==> src/rtl/spi_axis_pkg.sv <==
// Shared definitions for the SPI master with AXI-Stream byte interfaces.
// Contents: FSM state type, byte and bit-count widths, and bit-order helpers
// used by the TX and RX shift registers.
package spi_axis_pkg;

    localparam int BYTE_W     = 8;
    localparam int BIT_CNT_W  = 3;               // indexes the 8 bits of a byte
    localparam int EDGE_CNT_W = BIT_CNT_W + 1;   // counts the 16 SCLK edges of a byte

    typedef enum logic [2:0] {
        ST_IDLE   = 3'd0,
        ST_FETCH  = 3'd1,
        ST_SETUP  = 3'd2,
        ST_SHIFT  = 3'd3,
        ST_STORE  = 3'd4,
        ST_FINISH = 3'd5
    } state_t;

    // Bit that leaves the TX register next.
    function automatic logic out_bit(input logic [BYTE_W-1:0] data, input logic msb_first);
        return msb_first ? data[BYTE_W-1] : data[0];
    endfunction

    // TX register after its outgoing bit has been consumed.
    function automatic logic [BYTE_W-1:0] shift_out(input logic [BYTE_W-1:0] data, input logic msb_first);
        return msb_first ? {data[BYTE_W-2:0], 1'b0} : {1'b0, data[BYTE_W-1:1]};
    endfunction

    // RX register after one more received bit; the first bit received ends
    // up at bit 7 for MSB-first and at bit 0 for LSB-first.
    function automatic logic [BYTE_W-1:0] shift_in(input logic [BYTE_W-1:0] data, input logic b,
                                                   input logic msb_first);
        return msb_first ? {data[BYTE_W-2:0], b} : {b, data[BYTE_W-1:1]};
    endfunction

endpackage

==> src/rtl/spi_clk_gen.sv <==
// SCLK generator.
// Ports: clk_in/rst_in system clock and async active-high reset; en_in runs
// the clock; sclk_out is the registered SPI clock (CPOL while idle);
// lead_stb_out/trail_stb_out flag the cycle at whose end sclk_out makes its
// leading/trailing transition.
module spi_clk_gen #(
    parameter int CLK_DIV_G        = 2,
    parameter int CLOCK_POLARITY_G = 0
) (
    input  logic clk_in,
    input  logic rst_in,
    input  logic en_in,
    output logic sclk_out,
    output logic lead_stb_out,
    output logic trail_stb_out
);

    localparam int             CNT_W    = $clog2(CLK_DIV_G) + 1;
    localparam logic [CNT_W-1:0] CNT_LAST = CNT_W'(CLK_DIV_G - 1);
    localparam logic           CPOL     = (CLOCK_POLARITY_G != 0);

    logic [CNT_W-1:0] cnt_q, cnt_d;
    logic             sclk_q, sclk_d;
    logic             tick_s;

    // Half-period counter; disabling snaps SCLK back to its idle level.
    always_comb begin
        tick_s = 1'b0;
        cnt_d  = cnt_q;
        sclk_d = sclk_q;
        if (en_in) begin
            if (cnt_q == CNT_LAST) begin
                tick_s = 1'b1;
                cnt_d  = '0;
                sclk_d = ~sclk_q;
            end else begin
                cnt_d = cnt_q + CNT_W'(1);
            end
        end else begin
            cnt_d  = '0;
            sclk_d = CPOL;
        end
    end

    // Counter and SCLK registers.
    always_ff @(posedge clk_in or posedge rst_in) begin
        if (rst_in) begin
            cnt_q  <= '0;
            sclk_q <= CPOL;
        end else begin
            cnt_q  <= cnt_d;
            sclk_q <= sclk_d;
        end
    end

    // A transition away from the idle level is the leading edge.
    assign lead_stb_out  = tick_s & (sclk_q == CPOL);
    assign trail_stb_out = tick_s & (sclk_q != CPOL);
    assign sclk_out      = sclk_q;

endmodule

==> src/rtl/spi_axis_master.sv <==
// SPI master moving one byte at a time between AXI-Stream and the SPI bus.
// Ports: clk_in/rst_in (async active-high); sclk/mosi/miso/cs SPI bus (cs
// active-low); s_axis_* TX bytes in, m_axis_* RX bytes out; trigger arms a
// transaction; busy marks an armed/active transaction; num_bytes counts the
// bytes completed in the current or last transaction.
module spi_axis_master
    import spi_axis_pkg::*;
#(
    parameter int CLOCK_POLARITY_G = 0,
    parameter int CLOCK_PHASE_G    = 0,
    parameter int MSB_FIRST_G      = 1,
    parameter int CLK_DIV_G        = 2
) (
    input  logic              clk_in,
    input  logic              rst_in,
    output logic              sclk,
    output logic              mosi,
    input  logic              miso,
    output logic              cs,
    input  logic [BYTE_W-1:0] s_axis_tdata,
    input  logic              s_axis_tvalid,
    output logic              s_axis_tready,
    input  logic              s_axis_tlast,
    output logic [BYTE_W-1:0] m_axis_tdata,
    output logic              m_axis_tvalid,
    input  logic              m_axis_tready,
    output logic              m_axis_tlast,
    input  logic              trigger,
    output logic [31:0]       num_bytes,
    output logic              busy
);

    localparam logic CPHA = (CLOCK_PHASE_G != 0);
    localparam logic MSBF = (MSB_FIRST_G != 0);
    localparam int   CNT_W = $clog2(CLK_DIV_G) + 1;
    localparam logic [CNT_W-1:0]      CNT_LAST  = CNT_W'(CLK_DIV_G - 1);
    localparam logic [EDGE_CNT_W-1:0] EDGE_LAST = EDGE_CNT_W'(15);

    state_t                  state_q, state_d;
    logic [CNT_W-1:0]        cnt_q, cnt_d;
    logic [EDGE_CNT_W-1:0]   edge_q, edge_d;
    logic [BYTE_W-1:0]       tx_q, tx_d, rx_q, rx_d, m_tdata_q, m_tdata_d;
    logic                    tlast_lat_q, tlast_lat_d, mosi_q, mosi_d, cs_q, cs_d;
    logic                    s_tready_q, s_tready_d, m_tvalid_q, m_tvalid_d;
    logic                    m_tlast_q, m_tlast_d, busy_q, busy_d;
    logic [31:0]             num_q, num_d;
    logic                    clk_en_s, lead_s, trail_s, sample_s, drive_s, last_edge_s;

    assign clk_en_s    = (state_q == ST_SHIFT);
    assign sample_s    = CPHA ? trail_s : lead_s;
    assign drive_s     = CPHA ? lead_s  : trail_s;
    assign last_edge_s = (edge_q == EDGE_LAST);

    spi_clk_gen #(
        .CLK_DIV_G        (CLK_DIV_G),
        .CLOCK_POLARITY_G (CLOCK_POLARITY_G)
    ) u_clk_gen (
        .clk_in        (clk_in),
        .rst_in        (rst_in),
        .en_in         (clk_en_s),
        .sclk_out      (sclk),
        .lead_stb_out  (lead_s),
        .trail_stb_out (trail_s)
    );

    // Next-state and next-output logic for the transaction FSM.
    always_comb begin
        state_d     = state_q;
        cnt_d       = cnt_q;
        edge_d      = edge_q;
        tx_d        = tx_q;
        rx_d        = rx_q;
        tlast_lat_d = tlast_lat_q;
        mosi_d      = mosi_q;
        cs_d        = cs_q;
        s_tready_d  = s_tready_q;
        m_tvalid_d  = m_tvalid_q;
        m_tdata_d   = m_tdata_q;
        m_tlast_d   = m_tlast_q;
        num_d       = num_q;
        busy_d      = busy_q;
        case (state_q)
            ST_IDLE: begin
                if (trigger) begin
                    num_d      = 32'd0;
                    busy_d     = 1'b1;
                    s_tready_d = 1'b1;
                    state_d    = ST_FETCH;
                end else begin
                    busy_d = 1'b0;
                end
            end
            ST_FETCH: begin
                if (s_tready_q && s_axis_tvalid) begin
                    tlast_lat_d = s_axis_tlast;
                    cs_d        = 1'b0;
                    s_tready_d  = 1'b0;
                    cnt_d       = '0;
                    state_d     = ST_SETUP;
                    // CPHA=0 slaves sample on the first edge, so bit 0 must be
                    // on the wire before SCLK starts.
                    if (!CPHA) begin
                        mosi_d = out_bit(s_axis_tdata, MSBF);
                        tx_d   = shift_out(s_axis_tdata, MSBF);
                    end else begin
                        mosi_d = 1'b0;
                        tx_d   = s_axis_tdata;
                    end
                end else begin
                    s_tready_d = 1'b1;
                end
            end
            ST_SETUP: begin
                if (cnt_q == CNT_LAST) begin
                    cnt_d   = '0;
                    edge_d  = '0;
                    state_d = ST_SHIFT;
                end else begin
                    cnt_d = cnt_q + CNT_W'(1);
                end
            end
            ST_SHIFT: begin
                if (sample_s) begin
                    rx_d = shift_in(rx_q, miso, MSBF);
                end else begin
                    rx_d = rx_q;
                end
                // With CPHA=0 the final trailing edge has no bit left to drive.
                if (drive_s && !(!CPHA && last_edge_s)) begin
                    mosi_d = out_bit(tx_q, MSBF);
                    tx_d   = shift_out(tx_q, MSBF);
                end else begin
                    tx_d = tx_q;
                end
                if (lead_s || trail_s) begin
                    edge_d = edge_q + EDGE_CNT_W'(1);
                    if (last_edge_s) begin
                        m_tvalid_d = 1'b1;
                        m_tdata_d  = rx_d;
                        m_tlast_d  = tlast_lat_q;
                        state_d    = ST_STORE;
                    end else begin
                        state_d = ST_SHIFT;
                    end
                end else begin
                    edge_d = edge_q;
                end
            end
            ST_STORE: begin
                if (m_tvalid_q && m_axis_tready) begin
                    m_tvalid_d = 1'b0;
                    m_tlast_d  = 1'b0;
                    num_d      = num_q + 32'd1;
                    cnt_d      = '0;
                    if (tlast_lat_q) begin
                        state_d = ST_FINISH;
                    end else begin
                        s_tready_d = 1'b1;
                        state_d    = ST_FETCH;
                    end
                end else begin
                    state_d = ST_STORE;
                end
            end
            ST_FINISH: begin
                if (cnt_q == CNT_LAST) begin
                    cs_d    = 1'b1;
                    mosi_d  = 1'b0;
                    busy_d  = 1'b0;
                    state_d = ST_IDLE;
                end else begin
                    cnt_d = cnt_q + CNT_W'(1);
                end
            end
            default: begin
                state_d    = ST_IDLE;
                cs_d       = 1'b1;
                mosi_d     = 1'b0;
                s_tready_d = 1'b0;
                m_tvalid_d = 1'b0;
                busy_d     = 1'b0;
            end
        endcase
    end

    // FSM state and all registered outputs.
    always_ff @(posedge clk_in or posedge rst_in) begin
        if (rst_in) begin
            state_q     <= ST_IDLE;
            cnt_q       <= '0;
            edge_q      <= '0;
            tx_q        <= '0;
            rx_q        <= '0;
            tlast_lat_q <= 1'b0;
            mosi_q      <= 1'b0;
            cs_q        <= 1'b1;
            s_tready_q  <= 1'b0;
            m_tvalid_q  <= 1'b0;
            m_tdata_q   <= '0;
            m_tlast_q   <= 1'b0;
            num_q       <= 32'd0;
            busy_q      <= 1'b0;
        end else begin
            state_q     <= state_d;
            cnt_q       <= cnt_d;
            edge_q      <= edge_d;
            tx_q        <= tx_d;
            rx_q        <= rx_d;
            tlast_lat_q <= tlast_lat_d;
            mosi_q      <= mosi_d;
            cs_q        <= cs_d;
            s_tready_q  <= s_tready_d;
            m_tvalid_q  <= m_tvalid_d;
            m_tdata_q   <= m_tdata_d;
            m_tlast_q   <= m_tlast_d;
            num_q       <= num_d;
            busy_q      <= busy_d;
        end
    end

    assign mosi          = mosi_q;
    assign cs            = cs_q;
    assign s_axis_tready = s_tready_q;
    assign m_axis_tvalid = m_tvalid_q;
    assign m_axis_tdata  = m_tdata_q;
    assign m_axis_tlast  = m_tlast_q;
    assign num_bytes     = num_q;
    assign busy          = busy_q;

endmodule

==> config.mk <==
export PLATFORM = sky130hd
export DESIGN_NAME = spi_axis_master
export DESIGN_NICKNAME = d
export VERILOG_FILES = /design/src/rtl/spi_axis_pkg.sv /design/src/rtl/spi_clk_gen.sv /design/src/rtl/spi_axis_master.sv
export SDC_FILE = /design/constraint.sdc
export NUM_CORES = 1
export LEC_CHECK = 0
export ABC_AREA = 0
export CORE_ASPECT_RATIO = 1.2
export CORE_UTILIZATION = 49
export DETAILED_ROUTE_END_ITERATION = 6
export GPL_ROUTABILITY_DRIVEN = 0
export PLACE_DENSITY = 0.82
export SLEW_MARGIN = 20
export SYNTH_ARGS = -nofsm -noshare
export SYNTH_HDL_FRONTEND = slang
export SYNTH_SLANG_ARGS = --single-unit
==> constraint.sdc <==
create_clock -name clk_in -period 2.67 [get_ports clk_in]
set_input_delay 0.801 -clock clk_in [delete_from_list [all_inputs] [get_ports clk_in]]
set_output_delay 0.801 -clock clk_in [all_outputs]
set_load 0.005 [all_outputs]
==> results.txt <==
Clock sink count = 74
Chip width = 83.5 µm
Synth Net Count = 403
Max-cap viol count = 0
Yosys reg bits = 74
DRT Pass-1 Iters = 4
Rows = 35
Input/output buffers = 61
Final setup fails = 0
Critical Path AT = 2.55 ns
Clock buffer depth = 2
Storage element area = 1850 µm²
Diode count = 0
CP Cell Sequence = clkdlybuf4s50_1, and3_1, o211ai_1, buf_12, or4_1, a21oi_1
Register area share after synthesis = 0.474
Final nets = 473
Worst vdd ir = 0.647 mV
Synth Flop Type = dfrtp_1
Clock Pin Slew Worst Setup and Hold Paths = 0.08 ns
Met1 Track Usage GR = 0.288
Layout fillers = 609
Min Clock Period, post-route = 2.27 ns
Post-Syn Instances = 384
Multi-input gate area = 1920 µm²
Initial Utilization = 0.507
Residual DRC = 0
CTS root buffer = clkbuf_8
P per Cell Area = 766 nW/µm²
Post-CTS sizing = 0
Final worst-path cycle share = 0.850
WS Path Type = input pin to register
Post-synth top area cell = dfrtp_1
Ys async rst share = 1.00
CP startpoint kind = input pin
Synth Area per Inst = 10.2 µm²
GRT busiest layer = met2
Worst-path fanout max = 23
First-pass GRT wire length = 15.4 mm
Cell Area, Synth = 3910 µm²
Largest net degree at the start of global routing = 39
Synth area leaders = dfrtp_1 47%, mux2_2 8.9%, a21oi_1 3.7%, o31ai_1 2.7%, nand2_1 2.4%
DRT iter0 DRCs = 190
P_leak = 0.00208 µW
Post-CTS Setup Inserts = 0
Largest stage delay on the critical path = 0.54 ns
Skew-Pair Late Insertion Delay = 0.36 ns
Unrepaired setup endpoints after global routing = no
Core area = 7710 µm²
Number of antenna violations at the first check in global routing = 0
Final Hold Viols = 0
Critical-path cell with the highest stage delay = clkdlybuf4s50_1
Die area = 8340 µm²
GRT Util Overall = 0.230
Status = finished, final reports clean
Worst R2R Setup Slack = 0.56 ns
Vias/cell = 6.05
CTS tree = done
Clock Skews = 0.00984 ns
Yosys warnings = 0
Overflow after GRT = 0
Critical Path End Type = register
Clock buffer count from CTS = 9
Dpl hpwl = 6.35 mm
DR vias = 3331
Post-route ant nets = 0
Worst hold stages = 2
Post-route design area = 4930 µm²
WP depth = 6
Hold_buf cts = 0
Area grow syn2layout = 26.1%
Vias in the first global route = 3181
WP data required = 2.96 ns
GR Util met3 = 0.0378
Layout cells sized above 1 = 0.176
Slew @ Worst Pin = 0.507 ns
Die H = 99.8 µm
Most frequent cell after synthesis = dfrtp_1
Top cell type's share of synthesized area = 0.467
Synth top cells by count = 73 x dfrtp_1, 31 x mux2_2, 29 x a21oi_1, 25 x nand2_1, 20 x nor2_1
H-tree depth = 3
Final TNS setup = 0 ns
Peak Freq = 441 MHz
Reg2Reg Depth = 4
Crit path buf inv count = 2
Worst path top cell family by delay = buffers and inverters
Io pins = 62
Post-synth cell types = 57
Wire per inst = 16.4 µm
Slew Limit Fails = 0
Routed wire length = 9.04 mm
Area of placed instances = 4720 µm²
Met2 Use GR = 0.385
Number of flops mapped to enable cells by yosys = 0
Max_slew headroom = 0.657
Hold crit path type = register to register
-- state kept, by name, summed over array words and instances (netlist names) --
name / count
num_bytes: 32
m_axis_tdata: 8
rx_q: 8
tx_q: 7
edge_q: 4
state_q: 3
cnt_q: 2
u_clk_gen.cnt_q: 2
busy: 1
cs: 1
m_axis_tlast: 1
m_axis_tvalid: 1
mosi: 1
s_axis_tready: 1
tlast_lat_q: 1
u_clk_gen.sclk_out: 1
-- worst paths after layout --
check,startpoint,endpoint
setup reg to reg,num_bytes[7]$_DFFE_PP0P_,num_bytes[24]$_DFFE_PP0P_
max in group asynchronous,rst_in,cs$_DFFE_PP1P_
setup / recovery,m_axis_tready,num_bytes[11]$_DFFE_PP0P_
min in group asynchronous,rst_in,num_bytes[9]$_DFFE_PP0P_
hold reg to reg,cs$_DFFE_PP1P_,cs$_DFFE_PP1P_
hold / removal,cs$_DFFE_PP1P_,cs$_DFFE_PP1P_
-- layer usage --
layer / up-vias / wire [µm]
met1: 1626 / 3750
met3: 24 / 425
met5: - / 0
li1: 1574 / -
met4: 0 / 229
met2: 107 / 4630
-- cell usage in the layout (no fill, tap or decap), types with 4 or more instances in the layout --
cell             count
nor2_1              20
and3_1               6
or4_1               12
ha_1                 4
mux2_2              31
o31ai_1             14
buf_4               17
a21oi_1             29
mux2i_1              8
nand4_1             10
nor2b_1              4
inv_1               13
nor3_1               6
clkdlybuf4s50_1     61
or3_1                5
clkbuf_8             9
nand3_1              9
xor2_1               4
or2_2                5
nand2_1             25
o21ai_0             17
dfrtp_1             73
o211ai_1             5
-- cells by family after synthesis --
family | Yosys count | share of synthesized area
and+or+nand+nor | 131 | 0.197
AOI/OAI and AO/OA | 95 | 0.157
DFF | 74 | 0.474
muxes | 39 | 0.110
buffers and inverters | 35 | 0.0365
xor gates and xnor gates | 6 | 0.0134
adders and majority gates | 4 | 0.0128
-- power by group --
| part | leakage, µW | internal, µW | switching (µW) |
|---|---|---|---|
| registers | 0.000970 | 1370 | 190 |
| clock network | 0.0000988 | 448 | 469 |
| logic | 0.00101 | 682 | 619 |
-- stage by stage --
| stage | utilization | hold slack, ns | total power, µW | cells | worst slack [ns] |
|---|---|---|---|---|---|
| 6_report | 0.639 | 0.480 | 3780 | 551 | 0.401 |
| 2_1_floorplan | - | 0.450 | 2390 | 384 | 0.544 |
| 3_3_place_gp | 0.613 | 0.464 | 2800 | 535 | 0.0947 |
| 3_5_place_dp | 0.613 | 0.466 | 2870 | 535 | 0.0480 |
| 5_1_grt | 0.639 | 0.503 | 4000 | 551 | 0.329 |
| 4_1_cts | 0.639 | 0.483 | 3800 | 551 | 0.424 |
-- tightest hold or removal path: cells and delay by family, from the launching register on --
family | cells | cell delay (ns)
AOI/OAI and AO/OA | 1 | 0.05
buffers and inverters | 1 | 0.05
DFF | 1 | 0.38
-- area by class of cell --
cell class / count / area share
tap: 92 / 0.0234
multi-input combinational: 275 / 0.389
inverter: 14 / 0.0114
timing repair buffer: 80 / 0.158
sequential: 74 / 0.376
clock inverter: 7 / 0.0168
clock buffer: 9 / 0.0251
(Power assumes the default switching activity.)
